===== config.mk =====
export PLATFORM = sky130hd
export DESIGN_NAME = cfg_frame_loader
export DESIGN_NICKNAME = d
export VERILOG_FILES = /design/src/rtl/cfg_frame_loader.sv
export SDC_FILE = /design/constraint.sdc
export NUM_CORES = 1
export LEC_CHECK = 0
export ABC_AREA = 1
export CAP_MARGIN = 20
export CELL_PAD_IN_SITES_DETAIL_PLACEMENT = 0
export CELL_PAD_IN_SITES_GLOBAL_PLACEMENT = 1
export CORE_ASPECT_RATIO = 0.5
export CORE_UTILIZATION = 36
export CTS_CLUSTER_DIAMETER = 100
export DETAILED_ROUTE_END_ITERATION = 8
export HOLD_SLACK_MARGIN = 0.08
export PLACE_DENSITY = 0.91
export REMOVE_ABC_BUFFERS = 1
export SKIP_CTS_REPAIR_TIMING = 1
export SLEW_MARGIN = 20
export SYNTH_ARGS = -nofsm -noshare
export SYNTH_HDL_FRONTEND = slang
export SYNTH_SLANG_ARGS = --single-unit
export TNS_END_PERCENT = 30

===== constraint.sdc =====
create_clock -name clk -period 2.1 [get_ports clk]
set_clock_uncertainty 0.15 [all_clocks]
set_input_delay 0.315 -clock clk [delete_from_list [all_inputs] [get_ports clk]]
set_output_delay 0.315 -clock clk [all_outputs]
set_load 0.005 [all_outputs]

===== src/rtl/cfg_frame_loader.sv =====
// Assembles a 3-word configuration frame into {version, features, max_width} and checks it.
// Returns a status response, applies good frames to active_cfg and counts bad ones.
module cfg_frame_loader #(
  parameter logic [15:0] MAGIC           = 16'hC0F6,
  parameter logic [31:0] MAX_WIDTH_LIMIT = 32'd1024,
  parameter int unsigned TIMEOUT_CYCLES  = 16
) (
  input  logic        clk,
  input  logic        rst_n,
  input  logic        in_valid,
  input  logic [31:0] in_data,
  output logic        in_ready,
  output logic        resp_valid,
  input  logic        resp_ready,
  output logic [1:0]  resp_status,
  output logic [55:0] resp_cfg,
  output logic [55:0] active_cfg,
  output logic [7:0]  err_count
);

  // state | meaning
  // HDR   | waiting for header word (magic + version)
  // FEAT  | waiting for features word, timeout armed
  // WIDTH | waiting for max_width word, timeout armed
  // RESP  | response held until resp_ready
  typedef enum logic [1:0] {HDR, FEAT, WIDTH, RESP} state_t;

  localparam logic [1:0]  ST_SUCCESS  = 2'b00;
  localparam logic [1:0]  ST_FAILURE  = 2'b01;
  localparam logic [1:0]  ST_ERROR    = 2'b10;
  localparam logic [55:0] DEFAULT_CFG = {8'h01, 16'hFFFF, 32'd32};
  localparam logic [15:0] TO_LAST     = 16'(TIMEOUT_CYCLES - 1);

  state_t      state_q, state_d;
  logic [7:0]  ver_q, ver_d;
  logic [15:0] feat_q, feat_d;
  logic [15:0] cnt_q, cnt_d;
  logic        in_ready_q, in_ready_d;
  logic        resp_valid_q, resp_valid_d;
  logic [1:0]  resp_status_q, resp_status_d;
  logic [55:0] resp_cfg_q, resp_cfg_d;
  logic [55:0] active_q, active_d;
  logic [7:0]  err_q, err_d;

  logic        xfer;
  logic        raise;
  logic [1:0]  status_n;
  logic [55:0] cfg_n;
  logic        unused_hdr_bits;

  assign unused_hdr_bits = ^in_data[15:8];
  assign xfer = in_valid & in_ready_q;

  always_comb begin
    state_d       = state_q;
    ver_d         = ver_q;
    feat_d        = feat_q;
    cnt_d         = 16'd0;
    resp_valid_d  = resp_valid_q;
    resp_status_d = resp_status_q;
    resp_cfg_d    = resp_cfg_q;
    active_d      = active_q;
    err_d         = err_q;
    raise         = 1'b0;
    status_n      = ST_ERROR;
    cfg_n         = '0;

    case (state_q)
      HDR: begin
        if (xfer) begin
          if (in_data[31:16] == MAGIC) begin
            ver_d   = in_data[7:0];
            feat_d  = 16'd0;
            state_d = FEAT;
          end else begin
            raise = 1'b1;
            cfg_n = {in_data[7:0], 48'd0};
          end
        end
      end
      FEAT: begin
        if (xfer) begin
          feat_d  = in_data[15:0];
          state_d = WIDTH;
        end else if (cnt_q == TO_LAST) begin
          raise = 1'b1;
          cfg_n = {ver_q, 48'd0};
        end else begin
          cnt_d = cnt_q + 16'd1;
        end
      end
      WIDTH: begin
        if (xfer) begin
          raise    = 1'b1;
          cfg_n    = {ver_q, feat_q, in_data};
          status_n = (in_data != 32'd0 && in_data <= MAX_WIDTH_LIMIT) ? ST_SUCCESS : ST_FAILURE;
        end else if (cnt_q == TO_LAST) begin
          raise = 1'b1;
          cfg_n = {ver_q, feat_q, 32'd0};
        end else begin
          cnt_d = cnt_q + 16'd1;
        end
      end
      RESP: begin
        if (resp_ready) begin
          state_d      = HDR;
          resp_valid_d = 1'b0;
        end
      end
      default: state_d = HDR;
    endcase

    if (raise) begin
      state_d       = RESP;
      resp_valid_d  = 1'b1;
      resp_status_d = status_n;
      resp_cfg_d    = cfg_n;
      if (status_n == ST_SUCCESS) active_d = cfg_n;
      else if (err_q != 8'hFF)    err_d    = err_q + 8'd1;
    end

    in_ready_d = (state_d != RESP);
  end

  always_ff @(posedge clk) begin
    if (!rst_n) begin
      state_q       <= HDR;
      ver_q         <= 8'd0;
      feat_q        <= 16'd0;
      cnt_q         <= 16'd0;
      in_ready_q    <= 1'b1;
      resp_valid_q  <= 1'b0;
      resp_status_q <= 2'b00;
      resp_cfg_q    <= '0;
      active_q      <= DEFAULT_CFG;
      err_q         <= 8'd0;
    end else begin
      state_q       <= state_d;
      ver_q         <= ver_d;
      feat_q        <= feat_d;
      cnt_q         <= cnt_d;
      in_ready_q    <= in_ready_d;
      resp_valid_q  <= resp_valid_d;
      resp_status_q <= resp_status_d;
      resp_cfg_q    <= resp_cfg_d;
      active_q      <= active_d;
      err_q         <= err_d;
    end
  end

  assign in_ready    = in_ready_q;
  assign resp_valid  = resp_valid_q;
  assign resp_status = resp_status_q;
  assign resp_cfg    = resp_cfg_q;
  assign active_cfg  = active_q;
  assign err_count   = err_q;

endmodule


Word-level counts from Yosys, hierarchy flattened
Cells that the tools add are included.
{"block": "op_classes", "addsub": 2, "n_lt_le_gt_ge": 1, "eq_ne": 10, "muxes": 29, "bitwise": 4, "reduce_logical": 14}
{"op": "2-to-1 mux 56 bit", "n": 6}
{"op": "case mux 56 bit (3 select lines)", "n": 1}
{"op": "2-to-1 mux 16 bit", "n": 3}
{"op": "<= comparator 32 x 11 -> 1 bit (second input constant)", "n": 1}
{"op": "case mux 16 bit (2 select lines)", "n": 1}
{"op": "nonzero test 32 bit", "n": 1}
{"op": "adder 16 x 1 -> 16 bit (second input constant)", "n": 1}
{"op": "== test 16 bit (second input constant)", "n": 1}
{"op": "== test 16 x 4 -> 1 bit (second input constant)", "n": 1}
{"op": "2-to-1 mux 2 bit", "n": 7}
{"op": "2-to-1 mux 1 bit", "n": 9}
{"op": "adder 8 x 1 -> 8 bit (second input constant)", "n": 1}
{"op": "inequality test 2 bit (second input constant)", "n": 4}
{"op": "inequality test 8 bit (second input constant)", "n": 1}
{"op": "case mux 2 bit (3 select lines)", "n": 1}
{"op": "AND reduction 3 bit", "n": 2}
{"op": "nonzero test 2 bit", "n": 3}
{"op": "== test 2 bit (second input constant)", "n": 2}
{"op": "zero test 2 bit", "n": 2}
{"op": "AND reduction 2 bit", "n": 2}
{"op": "AND reduction 4 bit", "n": 1}
{"op": "OR reduction 4 bit", "n": 1}
{"op": "inverter 1 bit", "n": 3}
{"op": "case mux 1 bit (3 select lines)", "n": 1}
{"op": "4 further kinds", "n": 4}
{"block": "totals", "reg_bits": 166, "input_bits": 36, "output_inout_bits": 124, "wordCells": 70}

Logic depth before layout (Yosys ltp)
Gate-level depths: netlist of the first run.
{"block": "logic_depth", "ltp_word": 8, "depth_mapped": 14, "mapped_depth_nobuf": 14}

Worst setup path before layout of the first run
Ideal clock, no wire load.
{"block": "synth_path", "path_type": "register to register", "startpoint": "reg state_q[1]", "endpoint": "reg resp_cfg_q[32], in the netlist resp_cfg[32]", "setup_ps": 71, "arrival_ps": 1704, "t_required_ps": 1879, "setup_slack_ps": 175, "path_stages_with_launch": 13, "path_buffers": 3, "synth_period_minus_slack_ps": 1925, "path_cell_list": "dfxtp_1 -> inv_1 -> ha_1 -> buf_4 -> nand2_1 -> nand2_1 -> nand2_2 -> nand2_4 -> nand2_8 -> buf_6 -> buf_6 -> nand2_1 -> a21oi_1"}
{"block": "synth_between", "elab_chain_len": 2, "word_cells_on_any_way": 5, "classes_between": "eq/ne (2); mux (2); reduce/logical (1)"}
{"element": "start, declared", "line_no": "34", "text": "state_t state_q, state_d;"}
{"element": "start signal, assigned", "line_no": "138", "text": "state_q <= state_d;"}
{"element": "== test 2 bit (tied with other cells)", "line_no": "68", "text": "case (state_q)"}
{"element": "case mux 56 bit (3 select lines) or case mux 1 bit (3 select lines) (tied branches)", "line_no": "68"}
{"element": "end signal, assigned", "line_no": "145", "text": "resp_cfg_q <= resp_cfg_d;"}
{"element": "end, declared", "line_no": "41", "text": "logic [55:0] resp_cfg_q, resp_cfg_d;"}
Parallel ways exist; a longest one is shown, timed or not.
A chain may end at the register's enable or synchronous reset.

Final worst setup path of the first run
{"block": "layout_path", "startpoint": "reg cnt_q[0]", "endpoint": "reg resp_cfg_q[14], in the netlist resp_cfg[14]"}
{"block": "layout_between", "elab_chain_len": 4, "word_cells_on_any_way": 5, "classes_between": "eq/ne (1); mux (4)"}
{"element": "start, declared", "line_no": "37", "text": "logic [15:0] cnt_q, cnt_d;"}
{"element": "start signal, assigned", "line_no": "141", "text": "cnt_q <= cnt_d;"}
{"element": "== test 16 x 4 -> 1 bit (*)", "line_no": "85, 97"}
{"element": "2-to-1 mux 1 bit (*)", "line_no": "85, 97"}
{"element": "2-to-1 mux 1 bit, on equally long branches", "line_no": "93, 82"}
{"element": "case mux 1 bit (3 select lines) (*)", "line_no": "68"}
Mark *: on every way between the ends. The rest lies on a longest branch, timed or not.

==> impl_metrics.yaml, run 1 <==
status:
  status: "finished clean"
sta:
  slew_headroom_pct: 74.6
  finalSetupViolCount: 0
  hold_viol_final: 0
  setup_ws_ns: 0.105
  fin_crit_ns: 2.00
  fmax_mhz: 501
  min_period_over_period_pct: 95.0
  rsz0062_at_grt: "yes"
  maxSlewViolCount: 0
  worstMarginPinSlew_ns: 0.378
routing:
  drt_iter0_drc: 430
  wirelength_mm: 19.9
  dr.pass1.iters: 5
  drc: 0
  ant_nets: 0
  vias: 6607
  wl_per_cell_microns: 14.3
  routed_via_density: 4.75
yosys:
  netlist_area_sq_um: 6890
  ys_warn_count: 0
  ys_types: 36
  avgSynthCellArea_sq_um: 7.74
  synth_cells: 890
  ys_seq_area_share_pct: 48.3
  synth_seq_cells: 166
power:
  switching_share_pct: 31.1
  ir_worst_vdd_mv: 0.553
  combPwrFrac_pct: 26.0
  power_density_nw_per_um2: 902
  net-switching-power_mw: 2.83
  pwr-share-seq_pct: 38.8
  internal-power_mw: 6.26
  leakage_nw: 3.98
  pwr-share-clk_pct: 35.2
final_layout:
  final_util_pct: 54.3
  antenna_cells: 0
  nFillCells: 1734
  stdcell_count: 1390
  finish.net_count: 1162
  drive_gt1_share_pct: 19.2
  syn_to_final_growth_pct: 46.4
placement:
  portBuffers: 159
  placed_cells: 1352
  hpwl_mm: 14.2
  finalWeightedCongestion: 0.845
  dpl_worst_slack_ns: -0.324
grt:
  antenna_found_initial: 1
  grt_busiest_layer: "met2"
  use_met1_pct: 26.5
  use_met2_pct: 34.3
  grt_max_degree: 51
  grt_overflow: 0
  grt_pass1_wl_mm: 32.0
  grt_use_met3_pct: 4.23
  grtUsageTotal_pct: 20.5
  grt_pass1_vias: 6430
run:
  drv_cap: 0
setup_path:
  cp_cell_sequence: "ha_4 > nand2_4 > inv_4 > nand2_4 > nor2_2 > nand2_2 > nand2_2 > nand2_2 > nand2_4 > nand2_8 > nor2_8 > clkbuf_16 > nand2_2 > a21oi_2"
  criticalPathCategory: "flop to flop"
  critPathRequiredTime_ns: 2.31
  arrival_ns: 2.21
  critPathMaxStageDelay_ns: 0.36
  cp_common_cell: "nand2_2"
  cp_slowest_cell: "dfxtp_2"
  cp-start-kind: "flop"
  path_max_fanout: 11
  end_kind: "flop"
floorplanning:
  ioPinCount: 160
  die-area_sq_um: 19700
  die_w_microns: 198
  fp.dieH_microns: 99.8
  core_area_sq_um: 18600
  std_cell_rows: 35
  initial_utilization_pct: 37.1
cts:
  worstSkewPairLatency_ns: 0.42
  cts-root-buf: "clkbuf_16"
  cts_buffers: 17
  cts_max_path_buffers: 2
  cts_tree: "yes"
  cts-htree-levels: 4
  cts.sinks: 166
  clk_pin_slew_worst_paths_ns: 0.07
worst_hold_path:
  min_path_type: "input port to flop"
## state kept, by name, summed over array words and instances, names as in the netlist
register,cells
state_q,2
resp_status,2
in_ready,1
feat_q,16
err_count,8
cnt_q,16
resp_valid,1
resp_cfg,56
ver_q,8
active_cfg,56
## per-layer routing
metal | vias up | share of wire, % | routed length (microns)
li1 | 3349 | - | -
met1 | 3107 | 46 | 9220
met2 | 129 | 47 | 9380
met3 | 22 | 4.9 | 978
met4 | 0 | 1.6 | 314
met5 | - | 0 | 0
## placed cells by master (no fill, tap or decap), drive strengths merged
| cell type | count |
|---|---|
| o21ai | 32 |
| a21oi | 109 |
| nand4 | 8 |
| xor2 | 8 |
| nand2 | 226 |
| xnor2 | 4 |
| clkbuf | 23 |
| dfxtp | 166 |
| or2 | 4 |
| nor3b | 1 |
| ha | 8 |
| clkdlybuf4s50 | 158 |
| clkinvlp | 2 |
| buf | 92 |
| nor2 | 136 |
| dlymetal6s2s | 1 |
| inv | 49 |
| bufinv | 2 |
| clkinv | 4 |
| nor3 | 49 |
| and3 | 1 |
| nand3 | 44 |
| o211ai | 3 |
| a41oi | 1 |
## critical path, delay by kind of cell, from the launching register on
family          cells  cell delay (ns)
compound gates      1             0.12
fa+ha+maj           1             0.15
flops               1             0.36
buf+inv             2             0.28
simple gates       10             0.88
## final cells by class
class | instances | area, sq um | share of cell area (%)
Clock buffer | 21 | 470 | 4.67
Multi-Input combinational cell | 634 | 3220 | 32.0
Tap cell | 259 | 324 | 3.21
Sequential cell | 166 | 3330 | 33.0
Timing Repair Buffer | 253 | 2420 | 24.0
Clock inverter | 11 | 139 | 1.38
Inverter | 46 | 178 | 1.76
## power by group through the flow
stage / combinational (mW) / sequential, mW / clock (mW)
6_report: 2.37 / 3.53 / 3.20
5_1_grt: 2.57 / 3.55 / 3.40
4_1_cts: 2.24 / 3.52 / 3.26
3_5_place_dp: 2.22 / 3.59 / 0
3_3_place_gp: 2.18 / 3.58 / 0
2_1_floorplan: 1.06 / 3.57 / 0
## metrics by stage
step	hold WS [ns]	total power, mW	area (sq um)	TNS (ns)
final	0.180	9.10	10100	0
after global routing	0.177	9.52	10100	-0.0290
after CTS	0.288	9.02	9920	-0.00631
after detailed placement	0.279	5.81	9310	-28.40
after global placement	0.275	5.77	9310	-24.54
after floorplan	0.250	4.64	6630	-63.24
## final timing paths
path / from / endpoint / slack (ns) / cells past startpoint
setup / recovery: cnt_q[0]$_SDFF_PP0_ / resp_cfg[14]$_SDFFE_PN0P_ / 0.10 / 14
hold / removal: in_data[11] / resp_cfg[11]$_SDFFE_PN0P_ / 0.18 / 3
setup reg to reg: cnt_q[0]$_SDFF_PP0_ / resp_cfg[14]$_SDFFE_PN0P_ / 0.10 / 14
hold reg to reg: active_cfg[24]$_SDFFE_PN0P_ / active_cfg[24]$_SDFFE_PN0P_ / 0.29 / 2
## cell usage after synthesis, drive strengths merged
| cell type | n | share of area [%] |
|---|---|---|
| a21oi | 109 | 9.4 |
| ha | 8 | 1.5 |
| buf | 25 | 2.6 |
| nor3 | 49 | 3.7 |
| nor3b | 1 | 0.11 |
| xor2 | 8 | 1.0 |
| a41oi | 1 | 0.13 |
| nand3 | 44 | 3.3 |
| o211ai | 3 | 0.33 |
| dfxtp | 166 | 48 |
| xnor2 | 4 | 0.51 |
| inv | 46 | 2.5 |
| or2 | 4 | 0.36 |
| nand4 | 8 | 0.82 |
| clkbuf | 21 | 1.1 |
| nand2 | 225 | 14 |
| nor2 | 135 | 8.2 |
| and3 | 1 | 0.091 |
| o21ai | 32 | 2.3 |
## kinds of logic (layout without fill, tap and decap cells)
group                      count (synthesis)  in the layout  synth area share [%]
and+or+nand+nor                          467            469                  30.3
DFF                                      166            166                  48.3
AOI/OAI and AO/OA                        145            145                  12.2
buffers and inverters                     92            331                  6.23
xor gates and xnor gates                  12             12                  1.53
adders and majority gates                  8              8                  1.45
Note: power is estimated with default switching activity, not from simulation.
==> run 2: changes to the inputs <==
Settings changed: CORE_MARGIN set to 1, CORE_UTILIZATION 36 to 37, CTS_BUF_LIST set to sky130_fd_sc_hd__clkbuf_4, PLACE_DENSITY 0.91 to 0.92.
==> impl_metrics.yaml, run 2 (synthesized netlist as in run 1, its figures left out) <==
floorplanning:
  ioPinCount: 160
  core_area_sq_um: 17800
  die_w_microns: 195
  initial_utilization_pct: 38.7
  std_cell_rows: 34
  fp.dieH_microns: 98.5
  die-area_sq_um: 19200
routing:
  ant_nets: 0
  wirelength_mm: 19.9
  drt_iter0_drc: 418
  wl_per_cell_microns: 14.5
  routed_via_density: 4.92
  dr.pass1.iters: 5
  vias: 6719
  drc: 0
power:
  power_density_nw_per_um2: 826
  ir_worst_vdd_mv: 0.360
  leakage_nw: 3.87
final_layout:
  syn_to_final_growth_pct: 42.5
  antenna_cells: 0
  drive_gt1_share_pct: 19.9
  layout_commonest_cell: "nand2_1"
  stdcell_count: 1367
  final_cell_mix: "nand2_1 (189), clkdlybuf4s50_1 (159), dfxtp_1 (157)"
  fin_area_sq_um: 9810
  finish.net_count: 1164
setup_path:
  crit_family: "simple AND/OR/NAND/NOR gates"
  critPathMaxStageDelay_ns: 0.39
  worst-path-buf-inv: 2
  cp_common_cell: "nand2_2"
  r2r_setup_slack_ns: 0.09
  path_max_fanout: 10
  end_kind: "flop"
  criticalPathCategory: "flop to flop"
  cp-start-kind: "flop"
  cp_slowest_cell: "dfxtp_4"
  arrival_ns: 2.37
  cp_cell_sequence: "ha_4 > nand2_4 > inv_4 > nand2_4 > nor2_4 > nand2_2 > nand2_2 > nand2_2 > nand2_4 > nand2_8 > nor2_8 > buf_12 > nand2_2 > a21oi_2"
  critPathRequiredTime_ns: 2.46
sta:
  rsz0062_at_grt: "yes"
  maxSlewViolCount: 0
  slew_headroom_pct: 70.4
  fmax_mhz: 498
  hold_viol_final: 0
  fin_hold_ws_ns: 0.192
  worstMarginPinSlew_ns: 0.443
  min_period_over_period_pct: 95.5
  setup_tns_ns: 0
  finalSetupViolCount: 0
  fin_crit_ns: 2.01
grt:
  grtUsageTotal_pct: 21.0
  grt_pass1_wl_mm: 32.4
  grt_pass1_vias: 6513
  grt_overflow: 0
  antenna_found_initial: 0
  grt_max_degree: 67
cts:
  cts_max_path_buffers: 2
  clk_pin_slew_worst_paths_ns: 0.16
  cts-root-buf: "clkbuf_4"
  cts-htree-levels: 4
  worstSkewPairLatency_ns: 0.57
  cts_buffers: 17
  cts.sinks: 166
  cts_tree: "yes"
placement:
  hpwl_mm: 14.2
  portBuffers: 159
  finalWeightedCongestion: 0.904
  placed_cells: 1325
  postPlaceCellArea_sq_um: 9280
worst_hold_path:
  min_path_type: "input port to flop"
status:
  status: "finished clean"
run:
  drv_cap: 0
-- run 2: changes by cell type in the layout (fill, tap and decap cells not counted), moves of 3 or more --
cell and change:
clkbuf_4 +17, nand2_1 -3, dfxtp_2 +6, clkbuf_8 -3
clkbuf_16 -18, nand2_2 +3, dfxtp_1 -7, buf_12 +3
-- run 2: worst min-delay path, cell delays in order --
cell and delay, ns:
clkdlybuf4s50_1 0.44, nand2_2 0.09, a21oi_2 0.04
-- run 2: layout make-up --
cell class                 count  area, sq um
fill                        1613         7970
sequential                   166         3340
multi-input combinational    634         3220
timing repair buffer         255         2460
tap                          234          293
clock inverter                15          196
inverter                      46          178
clock buffer                  17          128
-- run 2: report_power, final --
group | switching [mW] | total, mW | internal [mW]
Combinational | 1.37 | 2.50 | 1.12
Clock | 1.22 | 2.08 | 0.855
Sequential | 0.154 | 3.53 | 3.38
Total | 2.75 | 8.11 | 5.36
-- run 2: path summary, 6_finish.rpt --
path	from	endpoint	cells past startpoint
worst max register to register	cnt_q[0]$_SDFF_PP0_	resp_cfg[31]$_SDFFE_PN0P_	14
worst max-delay path	cnt_q[0]$_SDFF_PP0_	resp_cfg[31]$_SDFFE_PN0P_	14
worst min-delay path	in_data[18]	resp_cfg[18]$_SDFFE_PN0P_	3
worst min register to register	active_cfg[18]$_SDFFE_PN0P_	active_cfg[18]$_SDFFE_PN0P_	2
-- run 2: routing by layer --
metal  part of all wire (%)  GRT usage [%]  vias up
met5                      0              0        -
met4                    1.3           6.12        0
met3                    5.0           3.94       20
met2                     48           35.4      173
met1                     46           27.6     3176
li1                       -              -     3350
-- run 2: per-stage QoR --
step | util [%] | total power [mW] | setup slack (ns)
floorplan | - | 4.64 | -1.14
global placement | 52.2 | 5.80 | -0.267
detailed placement | 52.2 | 5.83 | -0.302
CTS | 54.0 | 7.90 | -0.00536
global route | 55.2 | 8.55 | -0.0522
finish | 55.2 | 8.11 | 0.0940
==> run 3: changes to the inputs <==
Settings changed: CTS_CLUSTER_DIAMETER 100 to 200.
==> results of run 3 <==
Final layout, timing and power as in run 2 (identical DEF).
